`src/rtl/clk_div_monitor.sv`:
```
// Receive-side checker for a divided clock. The divided clock is sampled as data in
// the I_ref_clk domain, and its period and high time are compared with the expected ratio.
module clk_div_monitor #(
  parameter int SYNC_STAGES = 2,
  parameter int LOCK_COUNT  = 4,
  parameter int TIMEOUT_CYC = 511
) (
  input  logic       I_ref_clk,
  input  logic       I_rst_n,
  input  logic       I_en,
  input  logic [7:0] I_exp_ratio,
  input  logic       I_div_clk,
  input  logic       I_clr_err,
  output logic [7:0] o_period,
  output logic [7:0] o_high,
  output logic       o_meas_valid,
  output logic       o_match,
  output logic       o_locked,
  output logic       o_timeout,
  output logic       o_bypass,
  output logic [7:0] o_err_cnt
);

  typedef enum logic [1:0] {S_IDLE, S_ARM, S_MEAS} state_e;

  state_e                 state_q, state_d;
  logic [SYNC_STAGES-1:0] sync_q;
  logic                   prev_q;
  logic [9:0]             period_cnt_q, period_cnt_d;
  logic [9:0]             high_cnt_q, high_cnt_d;
  logic [9:0]             to_cnt_q, to_cnt_d;
  logic [3:0]             lock_q, lock_d;
  logic [7:0]             ratio_q;
  logic [7:0]             period_q, period_d;
  logic [7:0]             high_q, high_d;
  logic                   valid_q, valid_d;
  logic                   match_q, match_d;
  logic                   timeout_q, timeout_d;
  logic                   bypass_q;
  logic [7:0]             err_q, err_d;

  logic       sync_s, rise, cfg_ok, cfg_chg, to_hit, meas_ok;
  logic [7:0] exp_high, meas_p, meas_h;

  assign sync_s   = sync_q[SYNC_STAGES-1];
  assign rise     = sync_s & ~prev_q;
  assign cfg_ok   = I_en & (I_exp_ratio >= 8'd2);
  assign cfg_chg  = (I_exp_ratio != ratio_q);
  assign to_hit   = (to_cnt_q == 10'(TIMEOUT_CYC - 1));
  // N/2 for even N and (N-1)/2 for odd N are both a right shift
  assign exp_high = {1'b0, I_exp_ratio[7:1]};
  assign meas_p   = (period_cnt_q > 10'd255) ? 8'hFF : period_cnt_q[7:0];
  assign meas_h   = (high_cnt_q > 10'd255) ? 8'hFF : high_cnt_q[7:0];
  assign meas_ok  = (meas_p == I_exp_ratio) && (meas_h == exp_high);

  always_ff @(posedge I_ref_clk or negedge I_rst_n) begin
    if (!I_rst_n) begin
      sync_q <= '0;
      prev_q <= 1'b0;
    end else begin
      sync_q <= {sync_q[SYNC_STAGES-2:0], I_div_clk};
      prev_q <= sync_s;
    end
  end

  always_ff @(posedge I_ref_clk or negedge I_rst_n) begin
    if (!I_rst_n) begin
      state_q      <= S_IDLE;
      period_cnt_q <= '0;
      high_cnt_q   <= '0;
      to_cnt_q     <= '0;
      lock_q       <= '0;
      ratio_q      <= '0;
      period_q     <= '0;
      high_q       <= '0;
      valid_q      <= 1'b0;
      match_q      <= 1'b0;
      timeout_q    <= 1'b0;
      bypass_q     <= 1'b0;
      err_q        <= '0;
    end else begin
      state_q      <= state_d;
      period_cnt_q <= period_cnt_d;
      high_cnt_q   <= high_cnt_d;
      to_cnt_q     <= to_cnt_d;
      lock_q       <= lock_d;
      ratio_q      <= I_exp_ratio;
      period_q     <= period_d;
      high_q       <= high_d;
      valid_q      <= valid_d;
      match_q      <= match_d;
      timeout_q    <= timeout_d;
      bypass_q     <= I_en & (I_exp_ratio < 8'd2);
      err_q        <= err_d;
    end
  end

  always_comb begin
    state_d      = state_q;
    period_cnt_d = period_cnt_q;
    high_cnt_d   = high_cnt_q;
    to_cnt_d     = to_cnt_q;
    lock_d       = lock_q;
    period_d     = period_q;
    high_d       = high_q;
    valid_d      = 1'b0;
    match_d      = match_q;
    timeout_d    = timeout_q;
    err_d        = err_q;
    case (state_q)
      S_IDLE: begin
        period_cnt_d = '0;
        high_cnt_d   = '0;
        to_cnt_d     = '0;
        lock_d       = '0;
        if (cfg_ok) state_d = S_ARM;
      end
      S_ARM, S_MEAS: begin
        if (!cfg_ok || cfg_chg) begin
          state_d      = cfg_ok ? S_ARM : S_IDLE;
          period_cnt_d = '0;
          high_cnt_d   = '0;
          to_cnt_d     = '0;
          lock_d       = '0;
        end else if (rise) begin
          // Close the running period and start the next one in the same cycle
          state_d      = S_MEAS;
          period_cnt_d = 10'd1;
          high_cnt_d   = 10'd1;
          to_cnt_d     = '0;
          if (state_q == S_MEAS) begin
            period_d = meas_p;
            high_d   = meas_h;
            valid_d  = 1'b1;
            match_d  = meas_ok;
            if (meas_ok) begin
              lock_d = (lock_q == 4'(LOCK_COUNT)) ? lock_q : lock_q + 4'd1;
            end else begin
              lock_d = '0;
              err_d  = (err_q == 8'hFF) ? err_q : err_q + 8'd1;
            end
          end
        end else if (to_hit) begin
          state_d      = S_ARM;
          timeout_d    = 1'b1;
          lock_d       = '0;
          match_d      = 1'b0;
          period_cnt_d = '0;
          high_cnt_d   = '0;
          to_cnt_d     = '0;
        end else begin
          to_cnt_d = to_cnt_q + 10'd1;
          if (state_q == S_MEAS) begin
            period_cnt_d = period_cnt_q + 10'd1;
            high_cnt_d   = high_cnt_q + 10'(sync_s);
          end
        end
      end
      default: state_d = S_IDLE;
    endcase
    if (I_clr_err) begin
      err_d     = '0;
      timeout_d = 1'b0;
    end
  end

  assign o_period     = period_q;
  assign o_high       = high_q;
  assign o_meas_valid = valid_q;
  assign o_match      = match_q;
  assign o_locked     = (lock_q == 4'(LOCK_COUNT));
  assign o_timeout    = timeout_q;
  assign o_bypass     = bypass_q;
  assign o_err_cnt    = err_q;

endmodule

```
`config.mk`:
```
export PLATFORM = sky130hd
export DESIGN_NAME = clk_div_monitor
export DESIGN_NICKNAME = d
export VERILOG_FILES = /design/src/rtl/clk_div_monitor.sv
export SDC_FILE = /design/constraint.sdc
export NUM_CORES = 1
export LEC_CHECK = 0
export CORE_MARGIN = 8
export CORE_UTILIZATION = 45
export DETAILED_ROUTE_END_ITERATION = 16
export PLACE_DENSITY = 0.62
export SLEW_MARGIN = 10
export SYNTH_ARGS = -nofsm -noshare
export SYNTH_HDL_FRONTEND = slang
export SYNTH_SLANG_ARGS = --single-unit
```
`constraint.sdc`:
```
create_clock -name I_ref_clk -period 2.91 [get_ports I_ref_clk]
set_input_delay 0.291 -clock I_ref_clk [delete_from_list [all_inputs] [get_ports I_ref_clk]]
set_output_delay 0.291 -clock I_ref_clk [all_outputs]
set_load 0.005 [all_outputs]
```
# Word-level counts from Yosys, hierarchy flattened
# Index checks and enable logic that the tools add are counted.
[word_totals]
input_bits = 13
out_inout_bits = 29
reg_bits = 75
wordCells = 113
[classes]
add_sub_neg = 5
n_reduce_logical = 18
n_eq_ne = 18
muxes = 48
n_lt_le_gt_ge = 4
n_bitwise = 5
[ops]
columns = ["operator", "count"]
rows = [
  ["two-way mux 10 bit", 11],
  ["two-way mux 8 bit", 9],
  ["one-hot mux 10 bit (2 select lines)", 3],
  ["two-way mux 4 bit", 6],
  ["adder 10 x 1 -> 10 bit, second input constant", 2],
  ["greater-than comparator 10 x 8 -> 1 bit, second input constant", 2],
  ["AND reduction 4 bit", 4],
  ["two-way mux 1 bit", 13],
  ["nonzero test 2 bit", 6],
  ["adder 10 x 1 -> 10 bit", 1],
  ["== test 10 x 9 -> 1 bit, second input constant", 1],
  ["inequality test 2 bit, second input constant", 5],
  ["inequality test 5 bit, second input constant", 2],
  ["adder 8 x 1 -> 8 bit, second input constant", 1],
  ["== test 8 x 7 -> 1 bit", 1],
  ["== test 8 bit", 1],
  ["== test 8 bit, second input constant", 1],
  ["greater-or-equal comparator 8 x 2 -> 1 bit, second input constant", 1],
  ["< comparator 8 x 2 -> 1 bit, second input constant", 1],
  ["two-way mux 2 bit", 4],
  ["inequality test 4 bit, second input constant", 2],
  ["inequality test 8 bit", 1],
  ["one-hot mux 4 bit (2 select lines)", 1],
  ["AND reduction 6 bit", 1],
  ["14 further kinds", 18],
]

# Logic depth before layout (Yosys ltp)
# Gate-level depths: netlist of run 1.
[logic_depth]
word_depth = 10
ltp_mapped = 10
mapped_depth_nobuf = 9

# Worst setup path after synthesis of run 1
# Ideal clock, no wire load.
[synth_path]
path_kind = "register to register"
from = "reg period_cnt_q[8]"
to = "reg err_q[4] (netlist: o_err_cnt[4])"
stages_incl_launch_ff = 10
required_time_ps = 2785
setup_time_ps = 125
synth_period_minus_slack_ps = 2354
path_buffers = 2
t_arrival_ps = 2229
path_slack_ps = 556
cell_sequence = "dfrtp_1 clkbuf_2 nor3_1 or3b_2 a2111oi_0 nand4_1 nor2_1 buf_2 nand4b_1 mux2_2"
[synth_between]
elab_chain_len = 6
[synth_lines]
columns = ["item", "line", "rtl"]
rows = [
  ["start, declared", "29", "logic [9:0] period_cnt_q, period_cnt_d;"],
  ["start signal, assigned", "83", "period_cnt_q <= period_cnt_d;"],
  ["greater-than comparator 10 x 8 -> 1 bit", "52", "assign meas_p = (period_cnt_q > 10'd255) ? 8'hFF : period_cnt_q[7:0];"],
  ["two-way mux 8 bit", "52", ""],
  ["== test 8 bit", "54", "assign meas_ok = (meas_p == I_exp_ratio) && (meas_h == exp_high);"],
  ["logical AND 1 bit", "54", ""],
  ["inequality test 2 bit (no source line)", "n/a", ""],
  ["AND reduction 6 bit (no source line)", "n/a", ""],
  ["end signal, assigned", "94", "err_q <= err_d;"],
  ["end, declared", "40", "logic [7:0] err_q, err_d;"],
]
# No other way between the ends.
# A chain may end at the register's enable or synchronous reset.

# Final worst setup path of run 1
[layout_path]
from = "reg period_cnt_q[9]"
to = "reg lock_q[3]"
[layout_between]
elab_chain_len = 9
elab_cells_between_ends = 11
classes_between = "order compare: 1; eq/ne: 2; mux: 6; reduce/logical: 2"
[layout_lines]
columns = ["item", "line", "rtl"]
rows = [
  ["greater-than comparator 10 x 8 -> 1 bit *", "52", ""],
  ["two-way mux 8 bit *", "52", ""],
  ["== test 8 bit *", "54", ""],
  ["logical AND 1 bit *", "54", ""],
  ["two-way mux 4 bit", "136", "if (meas_ok) begin"],
  ["two-way mux 4 bit", "131", "if (state_q == S_MEAS) begin"],
  ["two-way mux 4 bit", "125", "end else if (rise) begin"],
  ["two-way mux 4 bit", "119", "if (!cfg_ok || cfg_chg) begin"],
  ["one-hot mux 4 bit (2 select lines)", "110", "case (state_q)"],
  ["end signal, assigned", "86", "lock_q <= lock_d;"],
  ["end, declared", "32", "logic [3:0] lock_q, lock_d;"],
]
# Every way passes the cells marked *; elsewhere a longest branch is shown, timed or not. The select of a mux whose other input is x is not followed.

==> results of run 1 <==
## area by class of cell
cell class	count	area share [%]
Timing Repair Buffer	72	13.3
Tap cell	108	2.81
Clock buffer	9	2.58
Inverter	15	1.17
Multi-Input combinational cell	315	40.1
Clock inverter	7	0.937
Sequential cell	75	39.1
## worst paths after layout
kind                                                   from               endpoint  slack [ps]  cells past startpoint
worst max-delay path            period_cnt_q[9]$_DFFE_PN0P_  lock_q[3]$_DFFE_PN0P_         310                      9
worst min-delay path                                I_rst_n   ratio_q[0]$_DFF_PN0_          70                      1
worst max register to register  period_cnt_q[9]$_DFFE_PN0P_  lock_q[3]$_DFFE_PN0P_         310                      9
worst min register to register          sync_q[0]$_DFF_PN0_    sync_q[1]$_DFF_PN0_         350                      0
max in group asynchronous                           I_rst_n    sync_q[1]$_DFF_PN0_        2240                      1
min in group I_ref_clk                  sync_q[0]$_DFF_PN0_    sync_q[1]$_DFF_PN0_         350                      0
## logic make-up (layout without fill, tap and decap cells)
| family | after synthesis | after routing | share of synthesized area, % |
|---|---|---|---|
| simple gates | 194 | 194 | 24.8 |
| flops | 75 | 75 | 47.3 |
| compound gates | 71 | 71 | 11.0 |
| buf+inv | 37 | 103 | 4.19 |
| xor+xnor | 28 | 28 | 6.18 |
| fa+ha+maj | 13 | 13 | 4.10 |
| mux | 9 | 9 | 2.46 |
## state kept, by name, indices dropped and copies added (netlist names)
| name | cells |
|---|---|
| ratio_q | 8 |
| period_cnt_q | 10 |
| state_q | 2 |
| high_cnt_q | 10 |
| o_period | 8 |
| o_high | 8 |
| o_err_cnt | 8 |
| o_match | 1 |
| prev_q | 1 |
| lock_q | 4 |
| o_timeout | 1 |
| sync_q | 2 |
| to_cnt_q | 10 |
| o_meas_valid | 1 |
| o_bypass | 1 |
## cell usage in the layout (no fill, tap or decap), types with 7 or more instances in the layout
cell / n
a21oi_1: 19
and3_1: 8
buf_4: 32
clkbuf_8: 9
clkdlybuf4s50_1: 40
dfrtp_1: 75
ha_1: 13
inv_1: 15
nand2_1: 28
nand2b_1: 10
nand3_1: 23
nand4_1: 7
nor2_1: 60
nor2b_1: 8
nor3_1: 20
o21ai_0: 24
o31ai_1: 7
xnor2_1: 12
xor2_1: 16
## through the flow
| step | util, % | hold WS [ps] | power, mW | std cells |
|---|---|---|---|---|
| after detailed placement | 53.7 | 341 | 1.39 | 585 |
| after global routing | 55.6 | 152 | 2.18 | 601 |
| after CTS | 55.6 | 117 | 2.10 | 601 |
| after floorplan | - | -4.59 | 1.27 | 427 |
| after global placement | 53.7 | 333 | 1.39 | 585 |
| final | 55.6 | 67.1 | 2.07 | 601 |
## power groups by stage
stage                     Clock, mW  Sequential, mW  Combinational (mW)
final                         0.698            1.07               0.300
after floorplan                   0            1.09               0.180
after global placement            0            1.09               0.297
after CTS                     0.722            1.07               0.304
after detailed placement          0            1.09               0.302
after global routing          0.774            1.07               0.334
## metal layers
metal / up-vias / global-route usage, %
li1: 1615 / -
met1: 1564 / 20.5
met2: 61 / 27.8
met3: 11 / 3.52
met4: 0 / 6.65
met5: - / 0
==> impl_metrics.tcl, run 1 <==
set metrics [dict create \
    cts_tree "done" \
    yosysMostFrequentCell "dfrtp_1" \
    synth_area_leaders "dfrtp_1, nor2_1, ha_1, xor2_1, o21ai_0" \
    fmax_mhz 384 \
    viasPerCell 5.41 \
    synth_cell_types 51 \
    pwr-share-seq_pct 51.8 \
    fillers 809 \
    row_count 34 \
    clk_latency_ps 350 \
    grt_use_total_pct 16.6 \
    setup_violations 0 \
    drt_pre_antenna_iters 5 \
    h-tree-depth 3 \
    syn_nets 453 \
    clockRootBuffer "clkbuf_8" \
    max_slew.worst_pin.slew_ps 923 \
    initial_core_util_pct 46.0 \
    portBuffers 41 \
    holdCritPathClass "in2async" \
    clock-sinks 75 \
    cp_slowest_cell "or3b_2" \
    dpl_cell_area_um2 4640 \
    die_w_um 110 \
    nets 514 \
    final_layout_size_suffix_gt1_share_pct 12.6 \
    worst-path-buf-inv 2 \
    vdd_ir_drop_max_v 0.000206 \
    crit_chain "nor3_1 > or3b_2 > a2111oi_0 > buf_4 > nand4_1 > nor2_1 > buf_4 > nand4b_1 > o31ai_1" \
    synth_edf_count 0 \
    synth_common_cells "dfrtp_1, nor2_1, nand2_1" \
    grt_pass1_wl_um 15800 \
    wl_met2_um 4500 \
    grt_start_max_net_pins 76 \
    synthArstFlopShare_pct 100 \
    drc 0 \
    drt_iter0_markers 104 \
    die_height_um 110 \
    final_area_um2 4800 \
    crit_type "reg2reg" \
    ant_nets 0 \
    switching_power_mw 0.597 \
    io_pins 42 \
    synth_ff_type "dfrtp_1" \
    synthCells 427 \
    pwr-share-clk_pct 33.7 \
    postCtsSetupBuffers 0 \
    dieArea_um2 12100 \
    crit_family "simple AND/OR/NAND/NOR gates" \
    syn_to_final_growth_pct 21.0 \
    regArea_um2 1880 \
    clkSlewWorstSetupHoldPaths_ps 80 \
    status "finished clean" \
    ys_seq_area_share_pct 47.3 \
    multi_input_area_um2 1930 \
    power_frac_comb_pct 14.5 \
    critical_path_peak_fanout 9 \
    hold_viol_final 0 \
    finalClockSkew_ps 6.47 \
    cp_common_cell "buf_4" \
    cp-end-kind "flop" \
    grt_pass1_vias 3306 \
    gp_congestion 0.789 \
    met1_length_um 4160 \
    rsz0062_at_grt "no" \
    drv_slew 0 \
    power_density_nw_per_um2 430 \
    top_layer "met4" \
    dp_slack_ps -36.8 \
    dp_hpwl_um 6670 \
    core_um2 8640 \
    ys.warnings.count 0 \
    postRouteWirelength_um 9160 \
    antenna_cells 0 \
    critPathRequiredTime_ps 3160 \
    wl_per_cell_um 15.2 \
    grt_remaining_overflow 0 \
    p_int_mw 1.47 \
    cpPeakStageDelay_ps 460 \
    mappedNetlistArea_um2 3970 \
    p_leak_nw 2.06 \
    final.setup.worst_slack_ps 308 \
    antenna_found_initial 0 \
    start_kind "flop" \
    synth_top_area_share_pct 47.3 \
    post-route-min-period_ps 2600 \
    vias 3251 \
    slew_headroom_pct 38.5 \
    postCtsHoldBufs 0 \
    worst_ep_arrival_time_ps 2850 \
    ys_ff_latch 75 \
    dr_wl_met3_um 391 \
    clk_path_buf_depth 2 \
    yosys.area.top_type "dfrtp_1" \
    finalSetupTns_ps 0 \
    drv_cap 0 \
    swShare_pct 28.9 \
    cts.repair.resized 0 \
    cts_buffers 9 \
    post_synth.cell_area_avg_um2 9.30 \
    period_share_pct 89.4 \
]
Power figures use the tool's default switching activity.
==> run 2: changes to the inputs <==
==> constraint.sdc (replaced) <==
create_clock -name I_ref_clk -period 2.91 [get_ports I_ref_clk]
set_input_delay 0.582 -clock I_ref_clk [delete_from_list [all_inputs] [get_ports I_ref_clk]]
set_output_delay 0.582 -clock I_ref_clk [all_outputs]
set_load 0.005 [all_outputs]
==> run 2 against run 1 <==
  * Non-clock buffer count is 2 higher
  * Sequential power about the same
  * Cell area increased by 2.8%
  * Core utilization increased by 1.6 points
  * Highest routed layer unchanged
  * Via count is 0.58% higher
  * Critical path depth shrank 1
  * Sequential share of layout area shrank 1.1 points
  * Combinational power rose by 2%
  * Power rose by 17%
  * Critical path type is now in2reg
==> impl_metrics.tcl, run 2 (same netlist as run 1, synthesis figures left out) <==
set metrics [dict create \
    status "finished clean" \
    max_slew.worst_pin.slew_ps 960 \
    drv_cap 0 \
    multi_input_area_um2 1940 \
    finalClockSkew_ps 13.1 \
    cp_slowest_cell "or4_1" \
    viasPerCell 5.42 \
    syn_to_final_growth_pct 24.4 \
    swShare_pct 24.4 \
    clockRootBuffer "clkbuf_8" \
    die_w_um 110 \
    power_density_nw_per_um2 489 \
    start_kind "input pin" \
    antenna_found_initial 0 \
    die_height_um 110 \
    drv_slew 0 \
    slew_headroom_pct 36.0 \
    worst-path-buf-inv 1 \
    switching_power_mw 0.590 \
    worst_ep_arrival_time_ps 3070 \
    ant_nets 0 \
    power_frac_comb_pct 12.6 \
    period_share_pct 96.6 \
    regArea_um2 1880 \
    nets 516 \
    crit_type "in2reg" \
    clk_latency_ps 340 \
    post-route-min-period_ps 2810 \
    critPathRequiredTime_ps 3170 \
    rsz0062_at_grt "no" \
    clkSlewWorstSetupHoldPaths_ps 80 \
    final_area_um2 4940 \
    grt_start_max_net_pins 76 \
    postRouteWirelength_um 9240 \
    grt_remaining_overflow 0 \
    grt_pass1_vias 3156 \
    cts_tree "done" \
    drt_iter0_markers 145 \
    largestRegisters "high_cnt_q (10), period_cnt_q (10), to_cnt_q (10)" \
    grt_pass1_wl_um 15700 \
    drt_pre_antenna_iters 4 \
    dp_hpwl_um 6680 \
    setup_violations 0 \
    gp_congestion 0.810 \
    antenna_cells 0 \
    vdd_ir_drop_max_v 0.000259 \
    dieArea_um2 12100 \
    holdCritPathClass "reg2reg" \
    final_layout_size_suffix_gt1_share_pct 13.1 \
    p_leak_nw 2.14 \
    initial_core_util_pct 46.0 \
    cts_buffers 9 \
    final_common_cell "dfrtp_1" \
    clock-sinks 75 \
    pwr-share-clk_pct 43.0 \
    vias 3270 \
    p_int_mw 1.82 \
    grt_use_total_pct 16.5 \
    pwr-share-seq_pct 44.4 \
    wl_per_cell_um 15.3 \
    crit_chain "clkdlybuf4s50_1 > xor2_1 > nor4_2 > and3_1 > nand2_2 > or4_1 > or3_1 > a21oi_1" \
    dpl_cell_area_um2 4660 \
    io_pins 42 \
    cp-end-kind "flop" \
    cpPeakStageDelay_ps 560 \
    h-tree-depth 3 \
    fillers 778 \
    finalSetupTns_ps 0 \
    fmax_mhz 356 \
    core_um2 8640 \
    critical_path_peak_fanout 4 \
    drc 0 \
    final_cell_mix "dfrtp_1, nor2_1, clkdlybuf4s50_1, buf_4, nand2_1" \
    row_count 34 \
    clk_path_buf_depth 2 \
    crit_family "simple AND/OR/NAND/NOR gates" \
    hold_viol_final 0 \
    portBuffers 41 \
]
## run 2: changes by cell type in the layout (fill, tap and decap cells not counted), sizes merged
cell / previous run / this run
dlymetal6s2s: 0 / 1
clkinvlp: 4 / 0
clkbuf: 9 / 11
clkdlybuf4s50: 40 / 39
buf: 32 / 34
clkinv: 3 / 1
bufinv: 0 / 4
## run 2: final timing paths
check | start | end | slack (ps) | depth (start not counted)
min in group asynchronous | I_rst_n | ratio_q[1]$_DFF_PN0_ | 370 | 1
worst min register to register | sync_q[0]$_DFF_PN0_ | sync_q[1]$_DFF_PN0_ | 350 | 0
worst max register to register | period_cnt_q[8]$_DFFE_PN0P_ | o_err_cnt[6]$_DFFE_PN0P_ | 380 | 9
worst max-delay path | I_exp_ratio[7] | o_err_cnt[5]$_DFFE_PN0P_ | 100 | 8
max in group asynchronous | I_rst_n | to_cnt_q[0]$_DFFE_PN0N_ | 1900 | 1
worst min-delay path | sync_q[0]$_DFF_PN0_ | sync_q[1]$_DFF_PN0_ | 350 | 0
## run 2: layout make-up
class,count,area share [%]
Clock buffer,11,2.66
Clock inverter,5,2.53
Inverter,15,1.14
Multi-Input combinational cell,315,39.3
Sequential cell,75,38.0
Tap cell,108,2.74
Timing Repair Buffer,74,13.6
## run 2: repair_timing
action,CTS,global route
endpoints found under the setup margin,0,10
setup buffers,0,0
hold buffers,0,0
gates resized for setup,0,6
## run 2: worst reg2reg max path, stage by stage (launching register included)
cell and delay (ps):
dfrtp_1 380, buf_4 160, or2_2 380, or4_1 420, a21oi_1 150, nand4_1 150, nor2_1 140, buf_4 170
nand3b_1 130, mux2_2 330
## run 2: power by group through the flow
stage	Combinational [mW]	Sequential, mW	Clock, mW
3_3_place_gp	0.299	1.09	0
6_report	0.305	1.07	1.04
2_1_floorplan	0.180	1.09	0
3_5_place_dp	0.306	1.09	0
5_1_grt	0.342	1.07	1.12
4_1_cts	0.308	1.07	1.07
## run 2: layer usage
layer	track usage, %	routed length (µm)	part of all wire (%)
met1	21.4	4400	48
met2	26.4	4360	47
met3	4.16	398	4.3
met4	5.01	85	0.92
met5	0	0	0
## run 2: metrics by stage
stage          power [mW]  worst slack [ps]  cells  hold slack (ps)  utilization [%]
3_5_place_dp         1.40              -282    587              338             54.0
3_3_place_gp         1.39              -294    587              333             54.0
6_report             2.41              99.9    603              351             57.2
5_1_grt              2.54             0.915    603              382             57.2
4_1_cts              2.44              59.6    603              354             57.0
2_1_floorplan        1.27               275    427              286                -
